===== src/rtl/ibex_lsu_resp_tracker.sv =====
// LSU response tracker: records accepted bus requests, matches in-order responses,
// merges split beats and formats load data toward writeback in the response cycle.
module ibex_lsu_resp_tracker #(
    parameter int unsigned MaxOutstanding = 2,
    parameter bit          ResetAll       = 1'b0,
    localparam int unsigned CntW          = $clog2(MaxOutstanding + 1)
) (
    input  logic            clk_i,
    input  logic            rst_ni,
    input  logic            req_valid_i,
    output logic            req_ready_o,
    input  logic            req_we_i,
    input  logic [1:0]      req_type_i,
    input  logic            req_sign_ext_i,
    input  logic [1:0]      req_offset_i,
    input  logic            req_split_i,
    input  logic            data_rvalid_i,
    input  logic [31:0]     data_rdata_i,
    input  logic            data_err_i,
    output logic [31:0]     rf_wdata_lsu_o,
    output logic            rf_we_lsu_o,
    output logic            lsu_resp_valid_o,
    output logic            lsu_resp_err_o,
    output logic [CntW-1:0] outstanding_o,
    output logic            spurious_resp_o
);

    localparam int unsigned PtrW = (MaxOutstanding > 1) ? $clog2(MaxOutstanding) : 1;

    typedef struct packed {
        logic       we;
        logic [1:0] typ;
        logic       sign;
        logic [1:0] offset;
        logic       split;
    } entry_t;

    typedef enum logic {
        WAIT_FIRST  = 1'b0,
        WAIT_SECOND = 1'b1
    } state_e;

    entry_t          entries_q [MaxOutstanding];
    entry_t          req_entry;
    entry_t          head;
    logic [PtrW-1:0] wptr_q, rptr_q;
    logic [CntW-1:0] count_q;
    state_e          state_q, state_d;
    logic            err_q, err_d;
    logic [31:0]     rdata_q;
    logic            empty, push, pop, capture, final_beat;
    logic [63:0]     wide;
    logic [31:0]     shifted;
    logic [31:0]     fmt;

    function automatic logic [PtrW-1:0] ptr_inc(input logic [PtrW-1:0] p);
        return (p == PtrW'(MaxOutstanding - 1)) ? '0 : p + PtrW'(1);
    endfunction

    assign req_entry = '{we: req_we_i, typ: req_type_i, sign: req_sign_ext_i,
                         offset: req_offset_i, split: req_split_i};
    assign head        = entries_q[rptr_q];
    assign empty       = (count_q == '0);
    assign req_ready_o = (count_q != CntW'(MaxOutstanding));
    assign push        = req_valid_i & req_ready_o;
    assign pop         = final_beat;
    assign outstanding_o = count_q;

    // Head FSM: a split entry captures its first beat, the second beat completes it
    always_comb begin
        state_d    = state_q;
        err_d      = err_q;
        capture    = 1'b0;
        final_beat = 1'b0;
        if (data_rvalid_i && !empty) begin
            case (state_q)
                WAIT_FIRST: begin
                    if (head.split) begin
                        capture = 1'b1;
                        err_d   = data_err_i;
                        state_d = WAIT_SECOND;
                    end else begin
                        final_beat = 1'b1;
                    end
                end
                WAIT_SECOND: begin
                    final_beat = 1'b1;
                    err_d      = 1'b0;
                    state_d    = WAIT_FIRST;
                end
                default: state_d = WAIT_FIRST;
            endcase
        end
    end

    // Zero-latency response formatting from the final beat
    always_comb begin
        wide    = head.split ? {data_rdata_i, rdata_q} : {32'b0, data_rdata_i};
        shifted = 32'(wide >> {head.offset, 3'b000});
        case (head.typ)
            2'b01:   fmt = {{16{head.sign & shifted[15]}}, shifted[15:0]};
            2'b10:   fmt = {{24{head.sign & shifted[7]}}, shifted[7:0]};
            default: fmt = shifted;
        endcase
        lsu_resp_valid_o = final_beat;
        lsu_resp_err_o   = final_beat & (data_err_i | err_q);
        rf_we_lsu_o      = final_beat & ~head.we & ~lsu_resp_err_o;
        rf_wdata_lsu_o   = rf_we_lsu_o ? fmt : '0;
        spurious_resp_o  = data_rvalid_i & empty & rst_ni;
    end

    always_ff @(posedge clk_i or negedge rst_ni) begin
        if (!rst_ni) begin
            wptr_q  <= '0;
            rptr_q  <= '0;
            count_q <= '0;
            state_q <= WAIT_FIRST;
            err_q   <= 1'b0;
        end else begin
            if (push) wptr_q <= ptr_inc(wptr_q);
            if (pop)  rptr_q <= ptr_inc(rptr_q);
            count_q <= count_q + CntW'(push) - CntW'(pop);
            state_q <= state_d;
            err_q   <= err_d;
        end
    end

    // Payload storage; reset only when ResetAll is requested
    if (ResetAll) begin : g_dp_reset
        always_ff @(posedge clk_i or negedge rst_ni) begin
            if (!rst_ni) begin
                for (int i = 0; i < int'(MaxOutstanding); i++) entries_q[i] <= '0;
                rdata_q <= '0;
            end else begin
                if (push)    entries_q[wptr_q] <= req_entry;
                if (capture) rdata_q <= data_rdata_i;
            end
        end
    end else begin : g_dp_noreset
        always_ff @(posedge clk_i) begin
            if (push)    entries_q[wptr_q] <= req_entry;
            if (capture) rdata_q <= data_rdata_i;
        end
    end

    a_push_not_full: assert property (@(posedge clk_i) disable iff (!rst_ni)
        req_valid_i |-> req_ready_o);
    a_type_legal: assert property (@(posedge clk_i) disable iff (!rst_ni)
        req_valid_i |-> (req_type_i != 2'b11));
    a_no_cross: assert property (@(posedge clk_i) disable iff (!rst_ni)
        (req_valid_i && !req_split_i) |->
        !((req_type_i == 2'b00 && req_offset_i != 2'b00) ||
          (req_type_i == 2'b01 && req_offset_i == 2'b11)));
    a_valid_nonempty: assert property (@(posedge clk_i) disable iff (!rst_ni)
        lsu_resp_valid_o |-> !empty);
    a_we_valid: assert property (@(posedge clk_i) disable iff (!rst_ni)
        rf_we_lsu_o |-> lsu_resp_valid_o);
    a_count_max: assert property (@(posedge clk_i) disable iff (!rst_ni)
        count_q <= CntW'(MaxOutstanding));

endmodule


===== config.mk =====
export PLATFORM = sky130hd
export DESIGN_NAME = ibex_lsu_resp_tracker
export DESIGN_NICKNAME = d
export VERILOG_FILES = /design/src/rtl/ibex_lsu_resp_tracker.sv
export SDC_FILE = /design/constraint.sdc
export NUM_CORES = 1
export LEC_CHECK = 0
export ABC_AREA = 1
export BUFFER_PORTS_ARGS = -buffer_cell sky130_fd_sc_hd__clkbuf_2
export CAP_MARGIN = 20
export CORE_ASPECT_RATIO = 0.5
export CORE_MARGIN = 2
export CORE_UTILIZATION = 35
export DETAILED_ROUTE_END_ITERATION = 10
export HOLD_SLACK_MARGIN = 0.02
export PLACE_DENSITY = 0.56
export RECOVER_POWER = 25
export SLEW_MARGIN = 15
export SYNTH_ARGS = -nofsm -noshare
export SYNTH_HDL_FRONTEND = slang
export SYNTH_SLANG_ARGS = --single-unit

===== constraint.sdc =====
create_clock -name clk_i -period 3 [get_ports clk_i]
set_input_delay 0.6 -clock clk_i [delete_from_list [all_inputs] [get_ports clk_i]]
set_output_delay 0.6 -clock clk_i [all_outputs]
set_load 0.02 [all_outputs]

==> impl_results.md, run 1 <==
* Die Ht at between 70 and 80 um
* Global-route wire length before repair at 16270 um
* Clock Latency Late Sink at around 0.30 ns
* Fin. max-slew vios at 0
* Leakage power at 1.983 nW
* Post-Syn Area per Cell at 7.733 um2
* First drt pass iteration count at 5
* # port buffers at roughly 80
* Largest net degree at the start of global routing at 38
* Simple-gate share of the synthesized area at 29.65%
* Final Hold Vio Count at 0
* Clock sink count at 52
* Worst Hold Class: in -> async
* FF-to-FF End: rdata_q[10]$_DFFE_PP_
* RD Place Congestion at 0.8188
* Routed Antenna Nets at 0
* Worst Path Required at ~2.4 ns
* Worst setup EP type: output port
* Slew at the pin closest to its max-slew limit at 0.6356 ns
* Final Critical Period at 2.834 ns
* Total die area at around 0.011 mm2
* CTS tree: built
* Final Setup Violations at 0
* RSZ-0062 raised after global routing: false
* Overall Power at between 4 and 5 mW
* Clock-pin slew on the worst setup and hold paths at 0.07 ns
* Sum Neg Setup Slack at 0 ns
* Number of synthesis warnings at 0
* Area of the mapped netlist at 0.003650 mm2
* DRC violations left at 0
* Filler cells at approximately 1100
* Avg WL per Cell at 14.55 um
* CP cell instances: inv_2, or2_2, o21ai_1, inv_1, ha_4, inv_1, nand4_1, buf_4, a21oi_1, clkbuf_2
* P&R area growth vs syn at 21.91%
* Max cap viols at 0
* Most frequent cells in the layout: nand2_1, clkbuf_2, o21ai_0
* Initial Util at a little over a third
* #FFs+latches synth at between 50 and 60
* Crit-path max cell delay at about 0.4 ns
* CP Data Arrival Time at about 2.2 ns
* Total GRT Usage at a little under a fifth
* Post-Synth Adder-Cell Area at around 1.4%
* TritonCTS buffer count at 5
* Final setup skew at 0.005612 ns
* Synth Net Count at 520
* Synth unique cells at 30
* Power density cells at approximately 1100 mW/mm2
* Total congestion overflow at 0
* CTS H-tree lvls at 2
* Core footprint at around 0.010 mm2
* Startpoint types: flop
* Hold slack at 0.1898 ns
* Fin crit share at 94.47%
* Initial antenna violation count at 0
* Clock Tree Root: clkbuf_16
* I/O pin total at 83
* Syn Inst Count at around 470
* CP max FO at 7
* Layout net count at between 600 and 700
* Vias in the first global route at 3229
* Share of cells above drive strength 1 at 25.45%
* VDD IR max at between 0.3 and 0.4 mV
* CP most frequent cell: inv_1
* Register area share after synthesis at 41.96%
* Ant diodes at 0
* Flop2flop setup slack at 0.99 ns
* R2R Path Start: rptr_q$_DFFE_PN0P_
* Synth Area in Compound Gates at approximately 16%
* Main combinational cell family by area after synthesis: simple AND/OR/NAND/NOR gates
* Final wirelength at 10100 um
* Row cnt at 26
* Fmax at about 350 MHz
* DRT iter0 DRCs at between 150 and 200
* Vias at approximately 3500
* Commonest non-fill, non-tap cell in the layout: nand2_1
* Post-Synth XOR/XNOR Area at 0.7199%
* Register area at 0.001531 mm2
* WS Path Type: reg -> out
* Vias per cell at 4.981
* CP max stage cell: dfrtp_1
* Max Buffers Root-to-Sink at 2
* Outcome: finished clean
* Slew headroom at 57.47%
* Area taken by multi-input logic gates at between 0.0015 and 0.002 mm2
* Final HPWL DP at 7260 um
* Mux contribution to synthesized area at less than 1%
* Die Width at 148.4 um
* Worst r2r path cells at 6
[through the flow]
stage	utilization, %	area [um2]	setup WS, ns	instances
final	43.70	4449	0.1660	694
after global placement	41.45	4220	0.2344	683
after floorplan	-	3659	0.2182	472
after CTS	42.95	4373	0.008453	691
after global routing	43.70	4449	0.00006506	694
after detailed placement	41.45	4220	0.2008	683
[how the worst max path moves through the flow]
stage | from | to | slack, ns
finish | rptr_q$_DFFE_PN0P_ | rf_wdata_lsu_o[12] | 0.17
global route | rptr_q$_DFFE_PN0P_ | rf_wdata_lsu_o[16] | 0.00007
CTS | rptr_q$_DFFE_PN0P_ | rf_wdata_lsu_o[17] | 0.008
detailed placement | rptr_q$_DFFE_PN0P_ | rf_wdata_lsu_o[17] | 0.20
global placement | rptr_q$_DFFE_PN0P_ | rf_wdata_lsu_o[16] | 0.23
floorplan | rptr_q$_DFFE_PN0P_ | rf_wdata_lsu_o[10] | 0.22
[cells in the mapped netlist]
cell type | count | area [um2]
a21oi_1 | 24 | 120.1
a22o_1 | 1 | 8.760
and3_1 | 3 | 18.77
buf_2 | 17 | 85.08
buf_4 | 1 | 7.510
buf_6 | 5 | 56.30
clkbuf_1 | 6 | 22.52
dfrtp_1 | 6 | 150.1
edfxtp_1 | 46 | 1381
ha_1 | 4 | 50.05
inv_1 | 45 | 168.9
inv_2 | 3 | 11.26
mux2i_1 | 1 | 10.01
nand2_1 | 129 | 484.2
nand2_2 | 6 | 37.54
nand2_4 | 3 | 33.78
nand3_1 | 36 | 180.2
nand3_2 | 7 | 70.07
nand4_1 | 1 | 6.260
nor2_1 | 25 | 93.84
nor2_2 | 12 | 75.07
nor2_4 | 4 | 45.04
nor4_2 | 1 | 12.51
o211ai_1 | 22 | 165.2
o21ai_0 | 54 | 270.3
o21ai_2 | 2 | 17.52
o21ai_4 | 1 | 16.27
or2_2 | 4 | 25.02
xnor2_1 | 2 | 17.52
xor2_1 | 1 | 8.760
[registers in the layout (all words and copies together), names as in the netlist]
name / count
outstanding_o: 2
err_q: 1
rptr_q: 1
state_q: 1
rdata_q: 32
wptr_q: 1
entries_q: 14
[routing by layer]
layer,track usage (%),routed length (um)
met1,26.40,5140
met2,28.29,4388
met3,3.713,508
met4,3.048,63
met5,0,0
[where the power goes]
part	leakage [nW]	internal (mW)	switching, mW
Combinational	1.42	1.09	2.04
Sequential	0.494	0.980	0.0768
Clock	0.0736	0.309	0.272
[cells by family (layout without fill, tap and decap cells)]
logic type,Yosys count,count (layout)
simple gates,231,232
compound gates,104,104
buf+inv,77,158
flops,52,52
fa+ha+maj,4,4
xor+xnor,3,3
mux,1,1
[layout make-up]
| cell class | count | area share (%) |
|---|---|---|
| clock inverters | 3 | 0.4218 |
| repair buffers | 102 | 13.27 |
| flip-flops and latches | 52 | 34.42 |
| multi-input cells | 344 | 41.09 |
| clock buffers | 5 | 2.812 |
| inverters | 48 | 4.049 |
| well taps | 140 | 3.937 |
[critical path: cells and delay by family (launching register included)]
family	cells	cell delay, ns
and+or+nand+nor	2	0.36
buffers and inverters	5	0.67
adders and majority gates	1	0.24
AOI/OAI and AO/OA	2	0.27
DFF	1	0.39
[repair_timing]
action	CTS	global route
setup endpoints to repair	14	30
setup buffers	0	2
resized for setup	2	28
pin swaps	0	2
hold buffers	0	0
gates cloned	0	1
No activity file was read; power rests on OpenSTA's default activity.
==> inputs of run 2 (changes only) <==
- CELL_PAD_IN_SITES_DETAIL_PLACEMENT: not set -> 1
- CELL_PAD_IN_SITES_GLOBAL_PLACEMENT: not set -> 1
- MAX_ROUTING_LAYER: not set -> met4
- PLACE_DENSITY: 0.56 -> 0.73
==> impl_results.md, run 2 (synthesis results as in run 1) <==
* Outcome: finished clean
* Pre-CTS setup slack at 0.1962 ns
* Clock-pin slew on the worst setup and hold paths at 0.07 ns
* RSZ-0062 raised after global routing: true
* WS Path Type: reg -> out
* Clock Latency Late Sink at 0.30 ns
* Routed Antenna Nets at 0
* Ant diodes at 0
* Final setup skew at 0.004212 ns
* RD Place Congestion at 0.7961
* P&R area growth vs syn at 24.00%
* Max cap viols at 0
* Clock sink count at 52
* Die Ht at 76.21 um
* Final wirelength at 11160 um
* Global-route wire length before repair at 17860 um
* Vias in the first global route at approximately 3500
* Vias per cell at 5.030
* Worst r2r path cells at 6
* CP max FO at 7
* Setup ws final at 0.1570 ns
* Most frequent cells in the layout: nand2_1, clkbuf_2, edfxtp_1
* TritonCTS buffer count at 5
* Initial antenna violation count at 0
* VDD IR max at 0.3450 mV
* Total congestion overflow at 0
* CTS Hold Buffers Added at 0
* CTS H-tree lvls at 2
* Top sig layer: met4
* Hold slack at 0.1791 ns
* Total die area at 0.01131 mm2
* Die Width at roughly 150 um
* Fmax at 351.7 MHz
* Largest register by flop count: rdata_q
* Worst setup EP type: output port
* Avg WL per Cell at 16.18 um
* Final Critical Period at 2.843 ns
* Sum Neg Setup Slack at 0 ns
* Placed instance count at 679
* Final HPWL DP at a little under 8000 um
* Layout net count at 597
* Overall Power at around 5 mW
* CP Data Arrival Time at approximately 2.2 ns
* Core footprint at just over 0.01 mm2
* Share of cells above drive strength 1 at 25.27%
* Initial Util at 35.84%
* Largest net degree at the start of global routing at 63
* Fin area at 0.004526 mm2
* Final Hold Vio Count at 0
* Clock Tree Root: clkbuf_16
* Post-DP Area at 0.004228 mm2
* WL met2 at 5488 um
* Row cnt at 26
* DRT iter0 DRCs at 210
* Worst Hold Class: in -> async
* Met1 WL at 5074 um
* Met3 WL at 506 um
* Slew headroom at 55.00%
* Power density cells at 1103 mW/mm2
* Vias at between 3000 and 4000
* Fin crit share at 94.77%
* Leakage power at 1.987 nW
* Post-layout util at about 44%
* Startpoint types: flop
* Fin. max-slew vios at 0
* I/O pin total at between 80 and 90
* Max Buffers Root-to-Sink at 2
* First drt pass iteration count at 4
* Max FFs per register at 32
* # port buffers at 82
* Worst Path Required at between 2 and 2.5 ns
* Total GRT Usage at between 20% and 30%
* Final Setup Violations at 0
* Filler cells at 1272
* Slew at the pin closest to its max-slew limit at 0.6725 ns
* CTS tree: built
* DRC violations left at 0
* Fin cells at 690
* Commonest non-fill, non-tap cell in the layout: nand2_1
-- run 2: report_power, final --
part | internal [mW] | leakage [nW] | switching (mW)
Clock | 0.407 | 0.0883 | 0.272
Sequential | 0.980 | 0.494 | 0.0761
Combinational | 1.13 | 1.40 | 2.12
Total | 2.52 | 1.99 | 2.47
-- run 2: final timing paths --
kind / startpoint / slack, ns / end
worst max-delay path: rptr_q$_DFFE_PN0P_ / 0.16 / rf_wdata_lsu_o[11]
worst min register to register: err_q$_DFFE_PN0P_ / 0.51 / err_q$_DFFE_PN0P_
worst min-delay path: rst_ni / 0.18 / wptr_q$_DFFE_PN0N_
min in group clk_i: data_rdata_i[25] / 0.49 / rdata_q[25]$_DFFE_PP_
max in group asynchronous: rst_ni / 2.56 / state_q$_DFFE_PN0P_
worst max register to register: rptr_q$_DFFE_PN0P_ / 1.00 / rdata_q[3]$_DFFE_PP_
-- run 2: repair_timing --
action                                  CTS  global route
endpoints found under the setup margin   11            29
resized for setup                         7            43
pin swaps                                 1             5
buffers inserted                          3             0
-- run 2: layer usage --
layer  vias to the layer above  GRT usage, %
li1                       1737             -
met1                      1653         26.32
met2                        73         34.63
met3                         8         4.012
met4                         0         3.333
met5                         -             -
-- run 2: layout make-up --
cell class	instances	area [um2]	area share (%)
sequential	52	1531	33.84
multi-input combinational	343	1833	40.50
clock buffer	8	177.7	3.926
inverter	48	180.2	3.981
tap	140	175.2	3.871
timing repair buffer	99	628.1	13.88
-- run 2: critical path, cell delays in order, from the launching register on --
cell and delay (ns):
dfrtp_1 0.39, inv_2 0.09, or2_2 0.29, o21ai_2 0.07, inv_1 0.10, ha_4 0.30
or2_4 0.20, nand3_1 0.14, a21oi_4 0.19, buf_4 0.16
==> inputs of run 3 (changes only) <==
- CORE_UTILIZATION: 35 -> 36
- PLACE_DENSITY: 0.73 -> 0.75
==> impl_results.md, run 3 (synthesis results as in run 1) <==
* Outcome: finished clean
* Total GRT Usage at 22.36%
* Final Hold Vio Count at 0
* Post-layout util at 47.57%
* Final wirelength at between 10000 and 15000 um
* Vias in the first global route at 3604
* Crit-path max cell delay at roughly 0.43 ns
* TritonCTS buffer count at 5
* RSZ-0062 raised after global routing: true
* CP cell instances: buf_8, o21ai_4, inv_2, buf_4, nand3_1, nand2_1, o21ai_0, nor2_1, clkbuf_2
* CP max stage cell: dfrtp_1
* Fin area at 0.004583 mm2
* # port buffers at just over 80
* Slew headroom at 56.62%
* CTS Hold Buffers Added at 0
* First drt pass iteration count at 4
* Total die area at around 0.011 mm2
* Max cap viols at 0
* Vias per cell at 5.202
* VDD IR max at 0.4647 mV
* Max Buffers Root-to-Sink at 2
* CTS H-tree lvls at 2
* Final Critical Period at about 2.9 ns
* CP Data Arrival Time at between 2 and 2.5 ns
* Fmax at 347.4 MHz
* Fin crit share at between 90% and 100%
* Worst Hold Class: in -> async
* DRT iter0 DRCs at between 200 and 250
* Die Ht at ~75 um
* Post-DP Area at 0.004217 mm2
* Setup ws final at ~0.12 ns
* Initial Util at a little under two fifths
* Commonest non-fill, non-tap cell in the layout: nand2_1
* Global-route wire length before repair at 18350 um
* CP max FO at 29
* Worst setup EP type: output port
* Final setup skew at 0.004825 ns
* RD Place Congestion at 0.8355
* Sum Neg Setup Slack at 0 ns
* Clock Latency Late Sink at 0.30 ns
* WS Path Type: reg -> out
* Filler cells at 1224
* Core footprint at 0.009634 mm2
* Share of cells above drive strength 1 at 27.08%
* Hold slack at 0.1924 ns
* P&R area growth vs syn at 25.57%
* Die Width at between 100 and 150 um
* Max FFs per register at 32
* Initial antenna violation count at 0
* Startpoint types: flop
* I/O pin total at between 80 and 90
* DRC violations left at 0
* CTS tree: built
* Layout net count at approximately 600
* Power density cells at roughly 1100 mW/mm2
* Most frequent cells in the layout: nand2_1, clkbuf_2, edfxtp_1
* Vias at about 3600
* Slew at the pin closest to its max-slew limit at 0.6483 ns
* Routed Antenna Nets at 0
* Ant diodes at 0
* Largest register by flop count: rdata_q
* Clock-pin slew on the worst setup and hold paths at 0.07 ns
* Leakage power at around 2.0 nW
* Worst r2r path cells at 6
* Avg WL per Cell at between 15 and 20 um
* Largest net degree at the start of global routing at 63
* Pre-CTS setup slack at between 0.15 and 0.2 ns
* Total congestion overflow at 0
* Final Setup Violations at 0
* Row cnt at 25
* Clock sink count at 52
* Final HPWL DP at 8128 um
* Clock Tree Root: clkbuf_16
* Worst Path Required at about 2.4 ns
* Fin. max-slew vios at 0
[run 3: changes by cell type in the layout (fill, tap and decap cells not counted), moves of 2 or more]
cell | before | now
a21oi_2 | 2 | 5
buf_6 | 3 | 7
nor2_2 | 12 | 14
buf_8 | 3 | 1
clkbuf_8 | 2 | 0
nor2_1 | 25 | 23
buf_4 | 13 | 15
clkbuf_2 | 55 | 52
clkbuf_4 | 0 | 2
a21oi_1 | 21 | 17
[run 3: metal layers]
metal / vias to the layer above / global-route usage [%] / share of wire (%)
met5: - / - / 0
met2: 92 / 38.73 / 48
met4: 0 / 5.609 / 0.67
met1: 1749 / 27.89 / 47
li1: 1737 / - / -
met3: 6 / 3.879 / 5.0
[run 3: final timing paths]
path | start | endpoint | slack [ns]
max | rptr_q$_DFFE_PN0P_ | rf_wdata_lsu_o[31] | 0.12
min | rst_ni | outstanding_o[0]$_DFF_PN0_ | 0.19
max reg2reg | rptr_q$_DFFE_PN0P_ | rdata_q[2]$_DFFE_PP_ | 1.11
min reg2reg | wptr_q$_DFFE_PN0N_ | wptr_q$_DFFE_PN0N_ | 0.55
max in group asynchronous | rst_ni | rptr_q$_DFFE_PN0P_ | 2.53
min in group clk_i | req_split_i | entries_q[0][0]$_DFFE_PP_ | 0.49
[run 3: cell type report]
class	count	area, um2	share of cell area [%]
multi-input cells	343	1866	40.70
flip-flops and latches	52	1531	33.42
repair buffers	103	695.7	15.18
inverters	48	180.2	3.931
well taps	135	168.9	3.686
clock buffers	6	128.9	2.812
clock inverters	2	12.51	0.2730
[run 3: per-stage QoR]
| stage | instances | power [mW] |
|---|---|---|
| after floorplan | 472 | 3.253 |
| after global placement | 675 | 3.968 |
| after detailed placement | 675 | 4.040 |
| after CTS | 686 | 4.822 |
| after global routing | 689 | 5.489 |
| final | 689 | 5.066 |
[run 3: timing repair]
item                                    in CTS  in global routing
endpoints found under the setup margin      23                 31
pin swaps                                    1                  5
buffers inserted                             2                  2
resized for setup                           16                 47
cloned                                       1                  1
[run 3: worst max-delay path, delay by kind of cell (launching register included)]
family / cells / cell delay (ns)
buffers and inverters: 4 / 0.72
DFF: 1 / 0.43
AOI/OAI and AO/OA: 2 / 0.55
and+or+nand+nor: 3 / 0.27
[run 3: power breakdown]
part / internal (mW) / total, mW / leakage [nW] / switching, mW
clock network: 0.309 / 0.578 / 0.0669 / 0.269
registers: 0.980 / 1.06 / 0.494 / 0.0801
logic: 1.22 / 3.43 / 1.44 / 2.21
total: 2.51 / 5.07 / 2.01 / 2.56
